## src/rtl/ocx_leaf_rf_fifo_pkg.sv

```systemverilog
// Shared helpers for the regfile FIFO sequencer: counter width, wrapped pointer increment, reset values.
// No logic of its own; latency and backpressure are defined by the users of this package.
package ocx_leaf_rf_fifo_pkg;

  localparam int unsigned RST_PTR       = 0;
  localparam int unsigned RST_CNT       = 0;
  localparam logic        RST_OUT_VALID = 1'b0;
  localparam logic        RST_FULL      = 1'b0;
  localparam logic        RST_AFULL     = 1'b0;

  // Occupancy reaches DEPTH+1 because the regfile output register is a storage stage.
  function automatic int cnt_width(input int depth);
    return $clog2(depth + 2);
  endfunction

  function automatic int unsigned ptr_next(input int unsigned ptr, input int unsigned depth);
    return (ptr >= depth - 1) ? 0 : ptr + 1;
  endfunction

endpackage

```

## src/rtl/ocx_leaf_rf_ptr.sv

```systemverilog
// Mod-DEPTH regfile pointer with increment and clear; clear wins over increment.
// Latency: new value visible the cycle after inc/clr. No backpressure of its own.
module ocx_leaf_rf_ptr #(
  parameter int DEPTH      = 16,
  parameter int ADDR_WIDTH = 4
) (
  input  logic                  clock,
  input  logic                  reset,
  input  logic                  inc,
  input  logic                  clr,
  output logic [ADDR_WIDTH-1:0] ptr
);
  import ocx_leaf_rf_fifo_pkg::*;

  always_ff @(posedge clock) begin
    if (reset || clr) begin
      ptr <= ADDR_WIDTH'(RST_PTR);
    end else if (inc) begin
      ptr <= ADDR_WIDTH'(ptr_next(32'(ptr), int'(DEPTH)));
    end
  end

endmodule

```

## src/rtl/ocx_leaf_regfile_fifo_ctl.sv

```systemverilog
// FIFO sequencer over a dual-port regfile with registered read; head reaches out_valid 2 cycles after push.
// Pushes are dropped while full (no out_ready->full path); pops follow out_valid/out_ready. Macro OCX_LEAF_RF_FIFO_ERR_EN adds error status.
module ocx_leaf_regfile_fifo_ctl #(
  parameter int DEPTH        = 16,
  parameter int ADDR_WIDTH   = 4,
  parameter int AFULL_THRESH = 12
) (
  input  logic                  clock,
  input  logic                  reset,
  input  logic                  in_wr,
  output logic                  full,
  output logic                  almost_full,
  output logic [ADDR_WIDTH:0]   occupancy,
  output logic                  out_valid,
  input  logic                  out_ready,
  input  logic                  flush,
  output logic                  rf_wr_en,
  output logic [ADDR_WIDTH-1:0] rf_wr_addr,
  output logic                  rf_rd_en,
  output logic [ADDR_WIDTH-1:0] rf_rd_addr,
  output logic                  rf_rd_rst_n
`ifdef OCX_LEAF_RF_FIFO_ERR_EN
  ,
  output logic                  err_overflow,
  output logic [7:0]            err_drop_cnt
`endif
);
  import ocx_leaf_rf_fifo_pkg::*;

  localparam int CW = cnt_width(DEPTH);

  logic [CW-1:0] arr_cnt;
  logic [CW-1:0] arr_cnt_nxt;
  logic [CW-1:0] occ_nxt;
  logic          out_valid_nxt;
  logic          wr_accept;
  logic          rd_issue;

  // The regfile must not move while reset or flush is discarding state.
  assign wr_accept = in_wr & ~full & ~flush & ~reset;
  assign rd_issue  = (arr_cnt != '0) & (~out_valid | out_ready) & ~flush & ~reset;

  assign rf_wr_en    = wr_accept;
  assign rf_rd_en    = rd_issue;
  assign rf_rd_rst_n = ~reset;
  assign occupancy   = (ADDR_WIDTH+1)'(arr_cnt + CW'(out_valid));

  always_comb begin
    arr_cnt_nxt   = arr_cnt + CW'(wr_accept) - CW'(rd_issue);
    out_valid_nxt = rd_issue ? 1'b1 : (out_ready ? 1'b0 : out_valid);
    if (flush) begin
      arr_cnt_nxt   = '0;
      out_valid_nxt = 1'b0;
    end
    occ_nxt = arr_cnt_nxt + CW'(out_valid_nxt);
  end

  always_ff @(posedge clock) begin
    if (reset) begin
      arr_cnt     <= CW'(RST_CNT);
      out_valid   <= RST_OUT_VALID;
      full        <= RST_FULL;
      almost_full <= RST_AFULL;
    end else begin
      arr_cnt     <= arr_cnt_nxt;
      out_valid   <= out_valid_nxt;
      full        <= (occ_nxt == CW'(DEPTH + 1));
      almost_full <= (occ_nxt >= CW'(AFULL_THRESH));
    end
  end

  ocx_leaf_rf_ptr #(.DEPTH(DEPTH), .ADDR_WIDTH(ADDR_WIDTH)) u_wr_ptr (
    .clock (clock),
    .reset (reset),
    .inc   (wr_accept),
    .clr   (flush),
    .ptr   (rf_wr_addr)
  );

  ocx_leaf_rf_ptr #(.DEPTH(DEPTH), .ADDR_WIDTH(ADDR_WIDTH)) u_rd_ptr (
    .clock (clock),
    .reset (reset),
    .inc   (rd_issue),
    .clr   (flush),
    .ptr   (rf_rd_addr)
  );

`ifdef OCX_LEAF_RF_FIFO_ERR_EN
  // Sticky across flush so software can still see a loss that happened before it.
  always_ff @(posedge clock) begin
    if (reset) begin
      err_overflow <= 1'b0;
      err_drop_cnt <= 8'd0;
    end else if (in_wr && full) begin
      err_overflow <= 1'b1;
      if (err_drop_cnt != 8'hFF) begin
        err_drop_cnt <= err_drop_cnt + 8'd1;
      end
    end
  end
`endif

endmodule

```

## config.mk

```make
export PLATFORM = sky130hd
export DESIGN_NAME = ocx_leaf_regfile_fifo_ctl
export DESIGN_NICKNAME = d
export VERILOG_FILES = /design/src/rtl/ocx_leaf_rf_fifo_pkg.sv /design/src/rtl/ocx_leaf_rf_ptr.sv /design/src/rtl/ocx_leaf_regfile_fifo_ctl.sv
export SDC_FILE = /design/constraint.sdc
export NUM_CORES = 1
export LEC_CHECK = 0
export ABC_AREA = 1
export CAP_MARGIN = 20
export CORE_MARGIN = 2
export CORE_UTILIZATION = 40
export CTS_CLUSTER_SIZE = 12
export DETAILED_ROUTE_END_ITERATION = 16
export PLACE_DENSITY_LB_ADDON = 0.25
export SETUP_SLACK_MARGIN = 0.5
export SYNTH_ARGS = -nofsm -noshare
export SYNTH_HDL_FRONTEND = slang
export SYNTH_SLANG_ARGS = --single-unit
```

## constraint.sdc

```tcl
create_clock -name clock -period 3.3 [get_ports clock]
set_input_delay 0.66 -clock clock [delete_from_list [all_inputs] [get_ports clock]]
set_output_delay 0.66 -clock clock [all_outputs]
set_load 0.01 [all_outputs]
```

### Word-level counts from Yosys, hierarchy flattened

Index checks and enable logic that the tools add are counted.

| storage, ports and cells | value |
|---|---|
| register bits after elaboration | 16 |

| operators by class | value |
|---|---|
| add/sub/neg operators | 6 |
| order comparisons | 3 |
| equal/unequal tests | 1 |
| multiplexer cells | 6 |
| bitwise logic cells | 11 |
| reduce and logical (&&, ||, !) cells | 2 |

Operator list:

| cell | number |
|---|---|
| 5-bit by 1-bit adder with 5-bit output | 3 |
| 4-bit by 1-bit adder with 4-bit output (second input constant) | 2 |
| 4-bit >= comparator (second input constant) | 2 |
| 4-bit two-way mux | 2 |
| 1-bit AND | 6 |
| 5-bit == test (second input constant) | 1 |
| 5-bit by 4-bit >= comparator with 1-bit output (second input constant) | 1 |
| 5-bit two-way mux | 1 |
| 5-bit nonzero test | 1 |
| 5-bit by 1-bit subtractor with 5-bit output | 1 |
| 1-bit inverter | 4 |
| 1-bit two-way mux | 3 |
| 1-bit logical OR | 1 |
| 1-bit bitwise OR | 1 |

### Longest topological paths before layout

| logic depth | value |
|---|---|
| depth in word-level cells | 9 |
| depth in mapped cells | 19 |

### By module

A second synthesis with hierarchy kept.

| unflattened totals | value |
|---|---|
| cells, all modules | 160 |
| area, all modules | 1108.6 um^2 |

Modules (own cells, without submodules):

| module | instances | cells each | area each (um^2) |
|---|---|---|---|
| ocx_leaf_regfile_fifo_ctl | 1 | 108 | 740.7 |
| ocx_leaf_rf_ptr | 2 | 26 | 183.9 |

### Least setup slack after synthesis

Ideal clock, no wire load.

| path | value |
|---|---|
| path kind | input -> register |
| from | in reset |
| to | reg almost_full |
| data arrival time | 2.766 ns |
| setup slack | 0.417 ns |
| stages | 17 |
| buffers on the path | 0 |
| cells stage by stage | nor2_4 nand3_4 inv_2 ha_1 inv_1 ha_1 inv_1 fa_1 nor2_1 ha_1 inv_1 nor2_2 inv_2 nor2_1 nand2_1 nand2_1 a21oi_1 |

| on the way | value |
|---|---|
| elaborated cells on any way between the ends | 10 |
| classes of those cells | add/sub (3); order compare (1); mux (3); bitwise (3) |

RTL lines:

| element | line | source |
|---|---|---|
| from (decl) | ocx_leaf_regfile_fifo_ctl.sv:9 | `input logic reset,` |
| 1-bit inverter | ocx_leaf_regfile_fifo_ctl.sv:41 | `assign rd_issue = (arr_cnt != '0) & (~out_valid \| out_ready) & ~flush & ~reset;` |
| 1-bit AND | ocx_leaf_regfile_fifo_ctl.sv:41 |  |
| named net rf_rd_en | ocx_leaf_regfile_fifo_ctl.sv:19 | `output logic rf_rd_en,` |
| 5-bit by 1-bit subtractor with 5-bit output | ocx_leaf_regfile_fifo_ctl.sv:49 | `arr_cnt_nxt = arr_cnt + CW'(wr_accept) - CW'(rd_issue);` |
| 5-bit two-way mux | ocx_leaf_regfile_fifo_ctl.sv:51 | `if (flush) begin` |
| named net arr_cnt_nxt[1] | ocx_leaf_regfile_fifo_ctl.sv:33 | `logic [CW-1:0] arr_cnt_nxt;` |
| 5-bit by 1-bit adder with 5-bit output | ocx_leaf_regfile_fifo_ctl.sv:55 | `occ_nxt = arr_cnt_nxt + CW'(out_valid_nxt);` |
| 5-bit by 4-bit >= comparator with 1-bit output | ocx_leaf_regfile_fifo_ctl.sv:68 | `almost_full <= (occ_nxt >= CW'(AFULL_THRESH));` |
| to (signal assigned) | ocx_leaf_regfile_fifo_ctl.sv:68 |  |
| to (decl) | ocx_leaf_regfile_fifo_ctl.sv:12 | `output logic almost_full,` |

The timed path passes the listed nets, and every way through them passes these cells.
A chain may end at the register's enable or synchronous reset.

### Final worst setup path

| path | value |
|---|---|
| from | in in_wr |
| to | out rf_wr_en |

| on the way | value |
|---|---|
| cells in the longest elaborated chain, start to end | 3 |

RTL lines:

| element | line | source |
|---|---|---|
| from (decl) | ocx_leaf_regfile_fifo_ctl.sv:10 | `input logic in_wr,` |
| 1-bit AND (3 in series) | ocx_leaf_regfile_fifo_ctl.sv:40 | `assign wr_accept = in_wr & ~full & ~flush & ~reset;` |
| to (decl) | ocx_leaf_regfile_fifo_ctl.sv:17 | `output logic rf_wr_en,` |

No other way between the ends.

==> metrics.md <==
| Metric | Value |
|---|---|
| Outcome | complete, no violations |
| Mapped Cells | around 150 |
| I/O Pins | 24 |
| Routed WL | between 2000 and 3000 µm |
| Top-count cell post-synth | nand2_1 |
| CTS tree | yes |
| Cells after DPL | between 200 and 250 |
| Asr flop ratio synth | 0% |
| Max frequency | 363 MHz |
| Worst-case clock buffer depth | 2 |
| Final Non-Filler Cells | 231 |
| Top cell type's share of synthesized area | about 29% |
| Max-slew violation count | 0 |
| GR peak layer | met2 |
| Syn_area_per_cell | between 7 and 8 µm² |
| Largest net degree at the start of global routing | 10 |
| Hold buffer count at cts | 0 |
| Layout cells sized above 1 | about a quarter |
| Routability cong. | 0.824 |
| Final Setup Violations | 0 |
| Per-cell routed wire length | roughly 11 µm |
| Routed vias | 1088 |
| Vias/cell | 4.71 |
| Initial Utilization | 43.3% |
| Worst setup slack after layout | 0.544 ns |
| CP startpoint kind | input port |
| Port bufs | 23 |
| Nets | approximately 220 |
| Vias in the first global route | between 900 and 1000 |
| Pre-Repair DR Iteration Count | 4 |
| Final Hold Violating Endpoints | 0 |
| Worst skew pair latency | approximately 0.28 ns |
| Tightest Hold Check Type | flip-flop to flip-flop |
| P_leak | 0.720 nW |
| Switching fraction of total power | approximately a third |
| Critical path's slowest cell | clkdlybuf4s50_1 |
| Die X | 56.3 µm |
| Period utilization | about 84% |
| GRT Resource Usage Total | between 10% and 20% |
| Net Count, Synth | 174 |
| Clock buffer count from CTS | 3 |
| Crit Path Max Fanout | 4 |
| Die Y | around 56 µm |
| Sw power | roughly 0.16 mW |
| Int Pwr | roughly 0.35 mW |
| Crit-path cells | clkdlybuf4s50_1 > inv_2 > nor2_4 > nand2_4 > inv_4 > buf_4 > clkdlybuf4s50_1 |
| Hold slack final | 0.524 ns |
| Ant. Diodes | 0 |
| H-tree depth | 1 |
| Yosys cell types | 23 |
| CP max stage delay | 0.53 ns |
| Clk slew on worst S/H paths | roughly 0.1 ns |
| Ys Warns | 0 |
| Leading register cell type out of synthesis | dfxtp_1 |
| Util after Layout | ~63% |
| Clock Skew | 0.00134 ns |
| M3 GR Usage | 3.00% |
| Die ar. | 3160 µm² |
| Global-route wire length before repair | about 4100 µm |
| CP Class | input port to primary output |
| Max VDD drop | ~0.00021 V |
| Slew @ Worst Pin | 0.250 ns |
| Gr ovfl total | 0 |
| Half-perimeter wire length after placement | between 1500 and 2000 µm |
| Power Density | 322 nW/µm² |
| Most Frequent Cell on Critical Path | clkdlybuf4s50_1 |
| Cell taking the most area after synthesis | dfxtp_1 |
| Sink Count | 16 |
| DP Worst Slack | 0.0305 ns |
| Logic pwr share | between 30% and 40% |
| Core ar. | approximately 2500 µm² |
| Initial antenna violation count | 0 |
| RSZ-0062 raised after global routing | yes |
| Synthesized area | 1090 µm² |
| Area Growth Syn to Fin | 45.8% |
| Final ANT Viol Nets | 0 |
| Period minus WS final | between 2 and 3 ns |
| Area contributors post-synth | dfxtp_1 (29%), ha_1 (16%), nand2_1 (10%) |
| Clock power frac | approximately a quarter |
| Sequential power share | 40.7% |
| Critical Path AT | between 2 and 2.5 ns |
| Met1 global-route usage | a little over a fifth |
| Sequential area share after synthesis | between 20 and 30% |
| Grt met2 use | between 20% and 30% |
| Maxcap violations | 0 |
| Slew margin rel. | about 83% |
| Clock root buffer | clkbuf_4 |
| Critical Path RT | around 2.6 ns |
| Register bit total from synthesis | 16 |
| DRT iter0 DRCs | 24 |
| EDFF count, synth | 0 |
| CP Capture Type | primary output |
| Commonest cells post-synth | nand2_1 (30), inv_1 (27), nor2_1 (20) |
| Cell Rows | 18 |
| Drt drc | 0 |
| Setup_tns | 0 ns |
## final timing paths
kind                        start         endpoint  slack [ns]  cells after the start
hold reg to reg   u_wr_ptr.ptr[0]  u_wr_ptr.ptr[0]        0.52                      2
setup reg to reg       arr_cnt[2]      almost_full        0.63                     19
hold / removal    u_wr_ptr.ptr[0]  u_wr_ptr.ptr[0]        0.52                      2
setup / recovery            in_wr         rf_wr_en        0.54                      7
## cell type report
class	instances	area, µm²
multi-input combinational	107	701
inverter	31	121
sequential	16	327
tap	30	37.5
timing repair buffer	43	370
clock buffer	4	36.3
fill	237	930
## layer usage
metal | part of all wire (%) | vias to the layer above
met5 | 0 | -
met4 | 0 | 0
met3 | 3.4 | 0
met2 | 48 | 22
met1 | 48 | 489
li1 | - | 577
## stage by stage
step / power [mW] / instance area, µm²
4_1_cts: 0.503 / 1520
5_1_grt: 0.542 / 1590
2_1_floorplan: 0.310 / 1120
3_5_place_dp: 0.364 / 1440
3_3_place_gp: 0.362 / 1440
6_report: 0.513 / 1590
## kinds of logic after synthesis
logic type / Yosys count / synth area share, %
DFF: 16 / 29.3
AOI/OAI and AO/OA: 10 / 4.58
buffers and inverters: 31 / 10.7
xor gates and xnor gates: 5 / 4.01
and+or+nand+nor: 77 / 33.6
adders and majority gates: 15 / 17.9
## cell usage in the layout (no fill, tap or decap), types with 5 or more instances in the layout
cell and instances:
inv_1 20, nor2_1 17, dfxtp_1 13, inv_2 9, nand2_1 30, buf_4 20, clkdlybuf4s50_1 20, a21oi_1 7
nand3_1 13, ha_1 11, xor2_1 5
## state kept, by name, indices dropped and copies added, names as in the netlist
signal / flops
almost_full: 1
arr_cnt: 5
full: 1
out_valid: 1
u_rd_ptr.ptr: 4
u_wr_ptr.ptr: 4
## power groups by stage
stage / Clock [mW] / Sequential [mW] / Combinational (mW)
5_1_grt: 0.142 / 0.210 / 0.190
3_3_place_gp: 0 / 0.212 / 0.150
4_1_cts: 0.137 / 0.209 / 0.158
6_report: 0.134 / 0.209 / 0.170
2_1_floorplan: 0 / 0.213 / 0.0968
3_5_place_dp: 0 / 0.213 / 0.151
## critical path, delay by kind of cell
kind,cells,cell delay (ns)
simple gates,2,0.21
buf+inv,5,1.22
## what timing repair did
item | 4_1_cts | 5_1_grt
endpoints found under the setup margin | 3 | 3
pin swaps | 12 | 16
buffers inserted | 5 | 9
resized for setup | 6 | 16
No activity file was read; power rests on OpenSTA's default activity.
